## src/rtl/hack_pc_stage_if.sv

```systemverilog
// Bundle between execute, the PC stage and instruction fetch.
// slave = the PC stage's view; master = the surrounding pipeline's view.
interface hack_pc_stage_if #(
  parameter int WIDTH = 16
);
  logic             in_valid;
  logic             in_ready;
  logic             is_c;
  logic [2:0]       jmp;
  logic             alu_zr;
  logic             alu_ng;
  logic [WIDTH-1:0] target;
  logic             out_valid;
  logic             out_ready;
  logic [WIDTH-1:0] pc;
  logic             taken;
  logic             flush;

  modport slave (
    input  in_valid, is_c, jmp, alu_zr, alu_ng, target, out_ready,
    output in_ready, out_valid, pc, taken, flush
  );

  modport master (
    output in_valid, is_c, jmp, alu_zr, alu_ng, target, out_ready,
    input  in_ready, out_valid, pc, taken, flush
  );
endinterface

```

## src/rtl/hack_pc_stage.sv

```systemverilog
// Hack program-counter stage: jump decision, next fetch address, jump-to-self halt.
// Optional saturating taken-branch counter behind HACK_PC_BRANCH_CNT_EN.
module hack_pc_stage #(
  parameter int               WIDTH        = 16,
  parameter logic [WIDTH-1:0] RESET_VECTOR = '0
) (
  input  logic                 clock,
  input  logic                 reset,
  hack_pc_stage_if.slave       bus,
  output logic                 halted
`ifdef HACK_PC_BRANCH_CNT_EN
  ,
  output logic [WIDTH-1:0]     branch_cnt
`endif
);

  typedef enum logic {
    RUN,
    HALTED
  } state_t;

  localparam logic [WIDTH-1:0] ONE = WIDTH'(1);

  state_t           state, state_nxt;
  logic [WIDTH-1:0] pc_q, issued_q, pc_nxt;
  logic             out_valid_q, taken_q, flush_q;
  logic             in_ready_c, take_c, accept_c, handshake_c, halt_hit_c;

  always_comb begin
    state_nxt   = state;
    in_ready_c  = 1'b0;
    take_c      = 1'b0;
    accept_c    = 1'b0;
    handshake_c = 1'b0;
    halt_hit_c  = 1'b0;
    pc_nxt      = pc_q;

    // Combinational ready lets fetch drain and execute refill in one cycle.
    in_ready_c  = (state == RUN) && (!out_valid_q || bus.out_ready);
    take_c      = bus.is_c & ((bus.jmp[2] & bus.alu_ng) |
                              (bus.jmp[1] & bus.alu_zr) |
                              (bus.jmp[0] & ~bus.alu_zr & ~bus.alu_ng));
    accept_c    = bus.in_valid && in_ready_c;
    handshake_c = out_valid_q && bus.out_ready;
    halt_hit_c  = accept_c && take_c && (bus.target == issued_q);
    pc_nxt      = take_c ? bus.target : pc_q + ONE;

    case (state)
      RUN:     if (halt_hit_c) state_nxt = HALTED;
      HALTED:  state_nxt = HALTED;
      default: state_nxt = RUN;
    endcase
  end

  always_ff @(posedge clock or posedge reset) begin
    if (reset) state <= RUN;
    else       state <= state_nxt;
  end

  always_ff @(posedge clock or posedge reset) begin
    if (reset) begin
      pc_q        <= RESET_VECTOR;
      issued_q    <= RESET_VECTOR;
      out_valid_q <= 1'b1;
      taken_q     <= 1'b0;
      flush_q     <= 1'b0;
    end else begin
      if (handshake_c) issued_q <= pc_q;
      // A new instruction overrides the drain of the old pc.
      if (accept_c) begin
        pc_q        <= pc_nxt;
        taken_q     <= take_c;
        out_valid_q <= 1'b1;
      end else if (handshake_c) begin
        out_valid_q <= 1'b0;
      end
      flush_q <= accept_c && take_c;
    end
  end

`ifdef HACK_PC_BRANCH_CNT_EN
  logic [WIDTH-1:0] branch_cnt_q;

  always_ff @(posedge clock or posedge reset) begin
    if (reset)
      branch_cnt_q <= '0;
    else if (accept_c && take_c && (branch_cnt_q != '1))
      branch_cnt_q <= branch_cnt_q + ONE;
  end

  assign branch_cnt = branch_cnt_q;
`endif

  assign bus.in_ready  = in_ready_c;
  assign bus.out_valid = out_valid_q;
  assign bus.pc        = pc_q;
  assign bus.taken     = taken_q;
  assign bus.flush     = flush_q;
  assign halted        = (state == HALTED);

endmodule

```

## src/flat_wrapper.sv

```systemverilog
// flat-port wrapper written by rule: the top's interface ports become plain ports
module hack_pc_stage_flat 
#(
  parameter int               WIDTH        = 16,
  parameter logic [WIDTH-1:0] RESET_VECTOR = '0
)
  (clock, reset, halted, bus_in_valid, bus_is_c, bus_jmp, bus_alu_zr, bus_alu_ng, bus_target, bus_out_ready, bus_in_ready, bus_out_valid, bus_pc, bus_taken, bus_flush);
  hack_pc_stage_if #(.WIDTH(WIDTH)) bus_i ();
  input  logic clock;
  input  logic reset;
  output logic halted;
  input wire logic [$bits(bus_i.in_valid)-1:0] bus_in_valid;
  input wire logic [$bits(bus_i.is_c)-1:0] bus_is_c;
  input wire logic [$bits(bus_i.jmp)-1:0] bus_jmp;
  input wire logic [$bits(bus_i.alu_zr)-1:0] bus_alu_zr;
  input wire logic [$bits(bus_i.alu_ng)-1:0] bus_alu_ng;
  input wire logic [$bits(bus_i.target)-1:0] bus_target;
  input wire logic [$bits(bus_i.out_ready)-1:0] bus_out_ready;
  output wire logic [$bits(bus_i.in_ready)-1:0] bus_in_ready;
  output wire logic [$bits(bus_i.out_valid)-1:0] bus_out_valid;
  output wire logic [$bits(bus_i.pc)-1:0] bus_pc;
  output wire logic [$bits(bus_i.taken)-1:0] bus_taken;
  output wire logic [$bits(bus_i.flush)-1:0] bus_flush;
  assign bus_i.in_valid = bus_in_valid;
  assign bus_i.is_c = bus_is_c;
  assign bus_i.jmp = bus_jmp;
  assign bus_i.alu_zr = bus_alu_zr;
  assign bus_i.alu_ng = bus_alu_ng;
  assign bus_i.target = bus_target;
  assign bus_i.out_ready = bus_out_ready;
  assign bus_in_ready = bus_i.in_ready;
  assign bus_out_valid = bus_i.out_valid;
  assign bus_pc = bus_i.pc;
  assign bus_taken = bus_i.taken;
  assign bus_flush = bus_i.flush;
  hack_pc_stage #(.WIDTH(WIDTH), .RESET_VECTOR(RESET_VECTOR)) u_core (.clock(clock), .reset(reset), .bus(bus_i), .halted(halted));
endmodule
```

## config.mk

```make
export PLATFORM = sky130hd
export DESIGN_NAME = hack_pc_stage_flat
export DESIGN_NICKNAME = d
export VERILOG_FILES = /design/src/rtl/hack_pc_stage_if.sv /design/src/rtl/hack_pc_stage.sv /design/src/flat_wrapper.sv
export SDC_FILE = /design/constraint.sdc
export NUM_CORES = 1
export LEC_CHECK = 0
export CAP_MARGIN = 15
export CORE_ASPECT_RATIO = 1.2
export CORE_MARGIN = 3
export CORE_UTILIZATION = 30
export DETAILED_ROUTE_END_ITERATION = 12
export GPL_TIMING_DRIVEN = 0
export PLACE_DENSITY = 0.56
export SLEW_MARGIN = 10
export SYNTH_ARGS = -nofsm -noshare
export SYNTH_HDL_FRONTEND = slang
export SYNTH_SLANG_ARGS = --single-unit
export TNS_END_PERCENT = 1
```

## constraint.sdc

```tcl
create_clock -name clock -period 1.5 [get_ports clock]
set_input_delay 0.225 -clock clock [delete_from_list [all_inputs] [get_ports clock]]
set_output_delay 0.225 -clock clock [all_outputs]
set_load 0.01 [all_outputs]
```

Word level (Yosys, flattened, before mapping)
Index checks and enable logic that the tools add are counted.
Storage, ports and cells
  flip-flop bits (word level): 36
  latch bits: 0
  memory bits (writable): 0
  memory bits (read-only): 0
  input bits: 26
  memories: 0
Cells by class
  add/sub/neg operators: 1
  $mul: 0
  div/mod/pow operators: 0
  $lt $le $gt $ge: 0
  equality and inequality tests: 1
  shift operators: 0
  mux-type cells: 5
  bitwise gates (word level): 10
  reductions and logical operators: 8
Operator list (count)
  16-bit by 1-bit adder with 16-bit output (second input constant): 1
  16-bit == test: 1
  16-bit two-way mux: 1
  1-bit AND: 5
  1-bit logical AND: 5
  1-bit two-way mux: 3
  1-bit NOT: 3
  1-bit OR: 2
  1-bit case mux with 2 select lines: 1
  2-bit nonzero test: 1
  1-bit logical NOT: 1
  1-bit logical OR: 1

Depth between registers and ports, before layout
  word-level depth: 9
  gate-level depth with buffers: 7
  gate-level depth less buffers: 6

Worst setup path before layout
Ideal clock, no wire load.
  path kind: flip-flop to flip-flop
  start point: register u_core.pc_q[0], in the netlist u_core.bus.pc[0]
  end point: register u_core.pc_q[14], in the netlist u_core.bus.pc[14]
  library setup time: 122 ps
  data arrival time: 1558 ps
  required time: 1378 ps
  path slack: -180 ps
  cell stages (with the launch flop): 7
  path buffers: 0
  cell sequence: dfrtp_1 ha_1 and3_2 nand2_2 or4_1 o21ai_1 a2bb2oi_1
On the way
  longest elaborated chain between the ends: 2
Ends and longest elaborated chain
  start: declaration: RTL line hack_pc_stage.sv:25  | logic [WIDTH-1:0] pc_q, issued_q, pc_nxt;
  start signal: assignment: RTL line hack_pc_stage.sv:71  | pc_q <= pc_nxt;
  16-bit by 1-bit adder with 16-bit output: RTL line hack_pc_stage.sv:46  | pc_nxt = take_c ? bus.target : pc_q + ONE;
  16-bit two-way mux: RTL line hack_pc_stage.sv:46
No other way between the ends.
A chain may end at the register's enable or synchronous reset.

Final worst setup path
  start point: input port bus_alu_ng
  end point: register u_core.pc_q[14], in the netlist u_core.bus.pc[14]
On the way
  longest elaborated chain between the ends: 5
  elaborated cells between the ends (all ways): 7
  those cells by class: mux (1); bitwise (6)
Ends and longest elaborated chain
  start: declaration: RTL line flat_wrapper.sv:16  | input wire logic [$bits(bus_i.alu_ng)-1:0] bus_alu_ng;
  1-bit AND or 1-bit NOT (tied branches): RTL line hack_pc_stage.sv:40, hack_pc_stage.sv:42
  1-bit OR or 1-bit AND (tied branches): RTL line hack_pc_stage.sv:40, hack_pc_stage.sv:42
  1-bit OR (*): RTL line hack_pc_stage.sv:41  | (bus.jmp[1] & bus.alu_zr) |
  1-bit AND (*): RTL line hack_pc_stage.sv:40  | take_c = bus.is_c & ((bus.jmp[2] & bus.alu_ng) |
  16-bit two-way mux (*): RTL line hack_pc_stage.sv:46
Every way passes the cells marked *; elsewhere a longest branch is shown, timed or not.

==> flow_metrics.env <==
export IMPL_remaining_drc_errors=0
export IMPL_placed_cell_area_sq_mm=0.00254
export IMPL_final_cell_mix="clkdlybuf4s50_1, dfrtp_1, o21ai_0"
export IMPL_cts_tree="built"
export IMPL_ctsHoldBuffers=0
export IMPL_crit_buf_inv=2
export IMPL_yosys_register_bits=36
export IMPL_async_flop_share_pct=100
export IMPL_dp_hpwl_mm=4.01
export IMPL_fin_crit_ps=1530
export IMPL_tightest_slew_ps=763
export IMPL_tns_ps=-79.9
export IMPL_die_y_um=94.4
export IMPL_clock_sinks=36
export IMPL_num_io_pins=47
export IMPL_end_kind="flop"
export IMPL_cpMaxStageDelayCell="or4_4"
export IMPL_cp_top_family="compound AO/OA/AOI/OAI gates"
export IMPL_setup_ws_ps=-30.7
export IMPL_crit_path_max_incr_delay_ps=530
export IMPL_synth_top_flop_cell="dfrtp_1"
export IMPL_dieWidth_um=79.6
export IMPL_drtIter0Drc=132
export IMPL_coreArea_sq_mm=0.00617
export IMPL_overflow=0
export IMPL_clockBufferDepth=2
export IMPL_cts_root_buf="clkbuf_8"
export IMPL_synthToLayoutAreaGrowth_pct=45.4
export IMPL_drv_slew=0
export IMPL_worst_setup_path_start_kind="primary input"
export IMPL_maxSlewHeadroom_pct=49.1
export IMPL_vias_per_cell=5.23
export IMPL_fmax_mhz=653
export IMPL_ctsHtreeMaxLevel=2
export IMPL_crit_arrival_ps=1710
export IMPL_crit_type="primary input to flop"
export IMPL_cp_required_ps=1670
export IMPL_hp_class="primary input to asynchronous set/reset pin"
export IMPL_power_leakage_uw=0.00134
export IMPL_hold_viol=0
export IMPL_clock_latency_ps=290
export IMPL_violations="negative setup slack"
export IMPL_cts_made_buffers=5
export IMPL_synth_edf_count=0
export IMPL_synth_warnings=0
export IMPL_grt_pass1_wl_mm=9.32
export IMPL_syn_inst=199
export IMPL_ant_nets=0
export IMPL_drive_above_1_share_pct=29.9
export IMPL_synth_avg_cell_area_sq_um=9.81
export IMPL_synth_cell_types=44
export IMPL_die_area_sq_mm=0.00751
export IMPL_top_layer_used="met4"
export IMPL_via_count=1809
export IMPL_start_util_pct=31.6
export IMPL_critPathMaxFanout=2
export IMPL_grt_max_degree=37
export IMPL_dr_wl_met2_mm=2.93
export IMPL_yosysSeqAreaShare_pct=46.2
export IMPL_clock_skew_ps=8.18
export IMPL_cp_cell_sequence="clkdlybuf4s15_1 -> a22o_1 -> o21a_1 -> buf_4 -> or4_4 -> o21ai_2 -> a2bb2oi_1"
export IMPL_post_route_period_util_pct=102
export IMPL_synthesis_nets=226
export IMPL_antenna_found_initial=0
export IMPL_setup_viol=6
export IMPL_path_clk_slew_ps=80
export IMPL_grt_use_total_pct=16.2
export IMPL_status="complete, but fails checks"
export IMPL_gp_congestion=0.841
export IMPL_drt_pass1_iter_count=4
export IMPL_final_area_sq_mm=0.00284
export IMPL_drt_wl_total_mm=5.71
export IMPL_power_density_mw_per_mm2=714
export IMPL_final_util_pct=46.0
export IMPL_nNetsFinal=290
export IMPL_num_antenna_cells=0
export IMPL_hold_worst_slack_ps=395
export IMPL_rsz0062_at_grt="true"
export IMPL_grt_pass1_vias=1794
export IMPL_wl_met1_mm=2.41
export IMPL_n_fill_cell=598
export IMPL_wl_per_cell_um=16.5
export IMPL_wl_met3_um=274
export IMPL_cap_violations=0
export IMPL_peakVddDrop_v=0.000271
export IMPL_synth_area_sq_mm=0.00195
export IMPL_rows=31
export IMPL_layout_commonest_cell="clkdlybuf4s50_1"
export IMPL_numPortBuffers=46
[cell type report]
| cell class | instances | area, sq um | area share (%) |
|---|---|---|---|
| Clock buffer | 6 | 72.6 | 2.56 |
| Tap cell | 82 | 103 | 3.62 |
| Inverter | 5 | 18.8 | 0.661 |
| Sequential cell | 36 | 917 | 32.3 |
| Buffer | 10 | 95.1 | 3.35 |
| Clock inverter | 2 | 35.0 | 1.23 |
| Multi-Input combinational cell | 148 | 1060 | 37.3 |
| Timing Repair Buffer | 57 | 538 | 19.0 |
[Yosys cell counts (2+ instances only)]
cell type | instances | area (sq um)
a21o_1 | 2 | 15.0
o21ai_1 | 3 | 15.0
dfrtp_1 | 35 | 876
clkbuf_1 | 3 | 11.3
buf_4 | 3 | 22.5
inv_1 | 5 | 18.8
and3_2 | 3 | 22.5
nand4_1 | 8 | 50.1
mux2_2 | 13 | 146
nor2_1 | 7 | 26.3
nor2b_1 | 2 | 12.5
o21ai_0 | 17 | 85.1
a21oi_1 | 16 | 80.1
xnor2_1 | 8 | 70.1
a22oi_1 | 2 | 15.0
nand3_1 | 12 | 60.1
a31oi_1 | 3 | 18.8
nor4_1 | 4 | 25.0
o21a_1 | 2 | 15.0
and4_1 | 2 | 17.5
nand2_1 | 16 | 60.1
xor2_1 | 8 | 70.1
nor3_1 | 3 | 15.0
o22ai_1 | 2 | 12.5
[report_power, final]
part	total (uW)	switching, uW	internal [uW]
sequential	970	0	970
clock	850	356	493
combinational	206	101	104
[worst register-to-register path, delay by kind of cell (launching register included)]
family / cells / cell delay [ps]
simple gates: 2 / 350
flops: 1 / 430
compound gates: 3 / 380
buf+inv: 2 / 260
[kinds of logic after synthesis]
family	after synthesis	synth area share, %
mux	13	7.50
xor+xnor	16	7.18
flops	36	46.2
fa+ha+maj	1	0.641
simple gates	65	17.8
compound gates	53	15.8
buf+inv	15	4.81
[what timing repair did]
action,CTS,global route
endpoints found under the setup margin,42,28
pin swaps,11,15
buffers inserted,7,4
resized for setup,47,25
[flip-flops by register name, indices dropped and copies added, names as in the netlist]
| register | count |
|---|---|
| u_core.bus.taken | 1 |
| u_core.halted | 1 |
| u_core.bus.out_valid | 1 |
| u_core.bus.flush | 1 |
| u_core.issued_q | 16 |
| u_core.bus.pc | 16 |
[metrics by stage]
stage	std cells	setup slack, ps	power [uW]
final	346	-30.7	2030
after global routing	346	-111	2100
after CTS	342	-130	2040
after detailed placement	327	-553	1180
after global placement	327	-542	1180
after floorplan	199	-43.9	1070
[path summary, 6_finish.rpt]
path	startpoint	to	slack, ps	depth (start not counted)
setup / recovery	bus_alu_ng	u_core.bus.pc[14]	-30	7
hold / removal	reset	u_core.issued_q[12]	400	2
setup reg to reg	u_core.bus.pc[0]	u_core.bus.pc[15]	-20	7
hold reg to reg	u_core.bus.taken	u_core.bus.taken	480	1
max in group asynchronous	reset	u_core.bus.pc[13]	570	2
min in group clock	u_core.bus.taken	u_core.bus.taken	480	1
[per-layer routing]
layer,vias up,GRT usage [%]
met5,-,0
met2,45,28.4
met4,0,5.16
met1,896,19.8
met3,8,3.44
li1,860,-
(Power assumes the default switching activity.)
